$ cat config.mk
export PLATFORM = sky130hd
export DESIGN_NAME = fsm_stepper
export DESIGN_NICKNAME = d
export VERILOG_FILES = /design/src/rtl/fsm_stepper_pkg.sv /design/src/rtl/fsm_stepper_ch.sv /design/src/rtl/fsm_stepper.sv
export SDC_FILE = /design/constraint.sdc
export NUM_CORES = 1
export LEC_CHECK = 0
export ABC_AREA = 1
export BUFFER_PORTS_ARGS = -buffer_cell sky130_fd_sc_hd__buf_2
export CAP_MARGIN = 15
export CORE_AREA = 2 2 42 44
export DETAILED_ROUTE_END_ITERATION = 8
export DIE_AREA = 0 0 44 46
export SLEW_MARGIN = 30
export SYNTH_ARGS = -nofsm -noshare
export SYNTH_HDL_FRONTEND = slang
export SYNTH_HIERARCHICAL = 1
export SYNTH_SLANG_ARGS = --single-unit
$ cat constraint.sdc
create_clock -name clk -period 1.95 [get_ports clk]
set_input_delay 0.585 -clock clk [delete_from_list [all_inputs] [get_ports clk]]
set_output_delay 0.585 -clock clk [all_outputs]
set_load 0.02 [all_outputs]
$ cat src/rtl/fsm_stepper_pkg.sv
// Shared constants and helpers for the multi-channel stepper FSM.
package fsm_stepper_pkg;

   localparam logic DIR_UP   = 1'b0;
   localparam logic DIR_DOWN = 1'b1;

   // Per-channel state width: enough bits for 0..n_states-1, never less than one.
   function automatic int calc_stw(input int n_states);
      int w;
      w = $clog2(n_states);
      return (w < 1) ? 1 : w;
   endfunction

endpackage

$ cat src/rtl/fsm_stepper_ch.sv
// One stepper channel: a modulo-N_STATES up/down counter with synchronous load,
// a registered wrap pulse and a combinational out-of-range-load indication.
// Build option FSM_STEPPER_EDGE_EN: step on rising edges of step_req instead of its level.
module fsm_stepper_ch
   import fsm_stepper_pkg::*;
#(
   parameter int N_STATES = 2,
   parameter int STW      = 1
) (
   input  logic           clk,
   input  logic           areset,
   input  logic           en,
   input  logic           step_req,
   input  logic           dir,
   input  logic           load,
   input  logic [STW-1:0] load_val,
   output logic [STW-1:0] state,
   output logic           wrap,
   output logic           load_err
);

   // Comparisons are done one bit wider so N_STATES == 2**STW is still representable.
   localparam logic [STW:0]   N_EXT   = (STW+1)'(N_STATES);
   localparam logic [STW-1:0] MAX_VAL = STW'(N_STATES - 1);

   logic [STW-1:0] state_q, state_d;
   logic           wrap_q, wrap_d;
   logic           step;
   logic           load_ok;

`ifdef FSM_STEPPER_EDGE_EN
   logic in_q, in_d;

   // The previous step_req sample is tracked every cycle, independent of en and load.
   always_comb begin
      in_d = step_req;
   end

   // Holds last cycle's step_req so a held request produces only one step.
   always_ff @(posedge clk or posedge areset) begin
      if (areset) begin
         in_q <= 1'b0;
      end else begin
         in_q <= in_d;
      end
   end

   assign step = step_req & ~in_q;
`else
   assign step = step_req;
`endif

   assign load_ok  = ({1'b0, load_val} < N_EXT);
   assign load_err = load & ~load_ok;

   // Next state: load beats stepping; an out-of-range load leaves the state alone.
   always_comb begin
      state_d = state_q;
      wrap_d  = 1'b0;
      if (load) begin
         if (load_ok) begin
            state_d = load_val;
         end
      end else if (en && step) begin
         if (dir == DIR_UP) begin
            if (state_q == MAX_VAL) begin
               state_d = '0;
               wrap_d  = 1'b1;
            end else begin
               state_d = state_q + STW'(1);
            end
         end else begin
            if (state_q == '0) begin
               state_d = MAX_VAL;
               wrap_d  = 1'b1;
            end else begin
               state_d = state_q - STW'(1);
            end
         end
      end
   end

   // State and wrap pulse registers.
   always_ff @(posedge clk or posedge areset) begin
      if (areset) begin
         state_q <= '0;
         wrap_q  <= 1'b0;
      end else begin
         state_q <= state_d;
         wrap_q  <= wrap_d;
      end
   end

   assign state = state_q;
   assign wrap  = wrap_q;

endmodule

$ cat src/rtl/fsm_stepper.sv
// Multi-channel modulo-N_STATES stepper: CH independent channels, a combined
// wrap indication and a sticky error flag for out-of-range loads.
// Build option FSM_STEPPER_EDGE_EN: channels step on rising edges of in.
module fsm_stepper
   import fsm_stepper_pkg::*;
#(
   parameter int  CH       = 4,
   parameter int  N_STATES = 2,
   localparam int STW      = calc_stw(N_STATES)
) (
   input  logic              clk,
   input  logic              areset,
   input  logic [CH-1:0]     en,
   input  logic [CH-1:0]     in,
   input  logic [CH-1:0]     dir,
   input  logic [CH-1:0]     load,
   input  logic [CH*STW-1:0] load_val,
   output logic [CH*STW-1:0] state_out,
   output logic [CH-1:0]     wrap,
   output logic              any_wrap,
   output logic              err
);

   logic [CH-1:0] load_err;
   logic          err_q, err_d;

   for (genvar k = 0; k < CH; k++) begin : g_ch
      fsm_stepper_ch #(
         .N_STATES (N_STATES),
         .STW      (STW)
      ) u_ch (
         .clk      (clk),
         .areset   (areset),
         .en       (en[k]),
         .step_req (in[k]),
         .dir      (dir[k]),
         .load     (load[k]),
         .load_val (load_val[k*STW +: STW]),
         .state    (state_out[k*STW +: STW]),
         .wrap     (wrap[k]),
         .load_err (load_err[k])
      );
   end

   // The error flag latches any channel's bad load and only reset clears it.
   always_comb begin
      err_d = err_q | (|load_err);
   end

   // Sticky error register.
   always_ff @(posedge clk or posedge areset) begin
      if (areset) begin
         err_q <= 1'b0;
      end else begin
         err_q <= err_d;
      end
   end

   assign err      = err_q;
   assign any_wrap = |wrap;

endmodule
== After elaboration in Yosys (flattened, before gate mapping) ==
Index checks and enable logic that the tools add are counted.
Storage, ports and cells
  bits in registers: 8
  input port bits: 22
  word-level logic and storage cells: 65
Operators by class
  $add $sub $neg: 8
  mux-type cells: 40
  reduce and logical (&&, ||, !) cells: 9
Operators with widths (number)
  two-way mux 1 bit: 40
  nonzero test 2 bit: 4
  adder 1 bit, second input constant: 4
  logical AND 1 bit: 4
  OR reduction 4 bit: 1
  subtractor 1 bit, second input constant: 4

== Logic depth before layout (Yosys ltp) ==
  depth in word-level cells: 5
  depth in mapped cells: 4

== Hierarchy ==
The synthesis kept the hierarchy.
Modules (own cells, without submodules)
  fsm_stepper_ch: times used 4, cells an instance 16, area an instance 113.9 um^2, sequential area each 50.0 um^2
  fsm_stepper: times used 1, cells an instance 9, area an instance 56.3 um^2, sequential area each 25.0 um^2

== Worst setup path after synthesis ==
OpenSTA, ideal clock, no wires.
  path kind: register to output
  from: register g_ch[3].u_ch.wrap_q
  to: output port any_wrap
  data arrival time: 693 ps
  required time: 1365 ps
  path slack: 672 ps
  cell stages (with the launch flop): 3
  path through: dfrtp_1 nor2_1 nand2_1
Between the ends
  word-level cells in the longest chain between the ends: 1
RTL lines
  start, declared: line fsm_stepper_ch.sv:27  | logic wrap_q, wrap_d;
  start signal, assigned: line fsm_stepper_ch.sv:90  | wrap_q <= wrap_d;
  OR reduction 4 bit: line fsm_stepper.sv:60  | assign any_wrap = |wrap;
  end, declared: line fsm_stepper.sv:20  | output logic any_wrap,
No other way between the ends.

== Final worst setup path ==
Same ends and word-level chain as after synthesis.

==> results.py <==
metrics = {
    "place": {
        "gp_congestion": 0.604,
        "place_area_um2": 658,
        "port-buffer-count": 31,
        "dp_hpwl_um": 854,
    },
    "route": {
        "wirelength_um": 948,
        "ant_nets": 0,
        "wire_per_inst_um": 7.83,
        "drc": 0,
        "first_pass_iters": 2,
        "vias_per_cell": 4.13,
        "drt-met1-wl_um": 412,
        "highest_layer": "met3",
        "wl_met2_um": 447,
        "met3_length_um": 89,
        "vias": 500,
        "first_iter_violations": 2,
    },
    "setup_path": {
        "r2r_cells": 2,
        "worstReg2RegStart": "g_ch[1].u_ch/state",
        "critPathMaxFanout": 2,
        "cp-endpoint": "any_wrap",
        "path_class": "reg -> out",
        "cp.arrival_ns": 0.93,
        "critPathLaunchType": "register",
        "startpoint": "g_ch[3].u_ch/wrap",
        "critical_path_required_ns": 1.36,
        "reg2reg_slack_ns": 1.18,
        "end_kind": "primary output",
        "reg2reg_to": "g_ch[1].u_ch/wrap",
    },
    "pwr": {
        "pwr-share-seq": 0.469,
        "p_int_mw": 0.324,
        "cellLeakagePower_nw": 0.427,
        "power_switching_mw": 0.128,
        "ir_worst_vdd_uv": 214,
        "switching_share": 0.283,
        "pwr-share-clk": 0.300,
        "power.density_nw_per_um2": 659,
        "power_frac_comb": 0.230,
    },
    "logic_synthesis": {
        "yosysMostFrequentCell": "nand2_1",
        "synth-edff-count": 0,
        "synthXorXnorAreaFrac": 0.0685,
        "synth_compound_area_frac": 0,
        "synthMuxAreaShare": 0,
        "synth_top_cell_by_area": "dfrtp_1",
        "yosysSeqAreaShare": 0.440,
        "syn_area_um2": 512,
        "syn_nets": 95,
        "synth_ff_type": "dfrtp_1",
        "synth_top_family_by_area": "simple AND/OR/NAND/NOR gates",
        "synth_cell_types": 8,
        "synth_top_area_frac": 0.440,
        "yosys-top-cells-area": "dfrtp_1, nand2_1, inv_1, nand3_1, nor2_1",
        "synthTopCellsByCount": "nand2_1, inv_1, nor2_1",
        "synth_fa_ha_area_frac": 0,
        "async_reset_ff_frac": 1.00,
        "ys_warn_count": 6,
        "synth_seq_cells": 9,
        "syn-mean-instance-area_um2": 7.01,
        "synth_simple_gate_area_frac": 0.301,
        "syn_inst": 73,
    },
    "layout": {
        "drive_gt1_frac": 0.327,
        "area_growth_syn_to_layout_pct": 33.7,
        "nets": 127,
        "final_core_util": 0.424,
        "antenna-diode-count": 0,
        "final_area_um2": 684,
    },
    "clock_network": {
        "cts_root_buf": "clkbuf_4",
        "clkLatencyLatePin_ns": 0.25,
        "cts_resized": 0,
        "numClockSinks": 9,
        "htree_levels": 1,
        "postCtsSetupBuffers": 0,
        "clk_pin_slew_worst_paths_ns": 0.06,
        "cts_buffer_depth": 2,
        "holdBufCountCts": 0,
        "cts_tree": "yes",
        "cts_buffers": 3,
    },
    "sta": {
        "period_minus_slack_ns": 1.52,
        "fin_tns_setup_ns": 0,
        "finalClockSkew_ns": 0.000491,
        "hold_viol": 0,
        "fmax_mhz": 659,
        "slew_violations": 0,
        "setup_violations": 0,
        "fin_crit_sh": 0.778,
        "rsz0062_at_grt": "false",
    },
    "die": {
        "design.die.area_um2": 2020,
        "die_w_um": 44,
        "start_util": 0.317,
        "fp.dieH_um": 46,
        "rows": 15,
        "core_area_um2": 1610,
        "io_pins": 32,
    },
    "global_routing": {
        "grt_pass1_vias": 384,
        "grt_use_total": 0.101,
        "grt_pass1_wl_um": 1480,
        "overflow": 0,
        "antenna_found_initial": 0,
        "grt_max_degree": 6,
    },
    "hold_path": {
        "hp-class": "in -> async",
    },
    "outcome": {
        "status": "completed",
    },
    "run": {
        "max_cap_viol_count": 0,
    },
}
## power by group through the flow
stage                     registers (mW)  logic (mW)  clock network (mW)
after floorplan                    0.229      0.0502                   0
after global placement             0.214       0.103                   0
after detailed placement           0.215       0.105                   0
after CTS                          0.212       0.106               0.138
after global routing               0.214       0.116               0.154
final                              0.212       0.104               0.136
## cell usage in the layout, fill, tap and decap left out, drive strengths merged
cell type,netlist,final
buf,4,31
nand2,17,17
inv,14,14
nor2,12,12
nand3,9,9
dfrtp,9,9
xnor2,4,4
conb,4,4
clkbuf,0,4
## worst max-delay path, stage by stage (launching register included)
cell and delay [ns]:
dfrtp_1 0.38, nor2_1 0.10, nand2_1 0.05, buf_2 0.15
## sequential cells by signal (all words and copies together), names as in the netlist
| register | count |
|---|---|
| g_ch.u_ch/wrap | 4 |
| g_ch.u_ch/state | 4 |
| err | 1 |
## cells by family after synthesis
| logic type | Yosys count |
|---|---|
| AND/OR/NAND/NOR | 38 |
| buffers and inverters | 18 |
| flip-flops | 9 |
| XOR/XNOR | 4 |
| other | 4 |
## layer usage
layer  track usage  up-vias
li1              -      264
met1         0.131      215
met2         0.153       21
met3        0.0278        0
met4        0.0545        0
met5             0        -
## metrics by stage
stage	instances	setup slack [ns]	power, mW	hold slack [ns]
after floorplan	73	0.672	0.279	0.314
after global placement	117	0.707	0.317	0.475
after detailed placement	117	0.700	0.320	0.474
after CTS	121	0.426	0.456	0.205
after global routing	121	0.347	0.483	0.196
final	121	0.432	0.451	0.206
## worst min-delay path by stage
stage	endpoint	startpoint	depth (start not counted)
after global routing	err	areset	2
after floorplan	err	areset	1
after detailed placement	err	areset	2
after CTS	err	areset	2
final	err	areset	2
after global placement	err	areset	2
## area by class of cell
cell class              instances  area (um2)
flip-flops and latches          9         225
fillers                       182         930
multi-input cells              46         204
repair buffers                 31         155
inverters                      14        52.6
well taps                      17        21.3
clock buffers                   4        26.3
(Power assumes the default switching activity.)
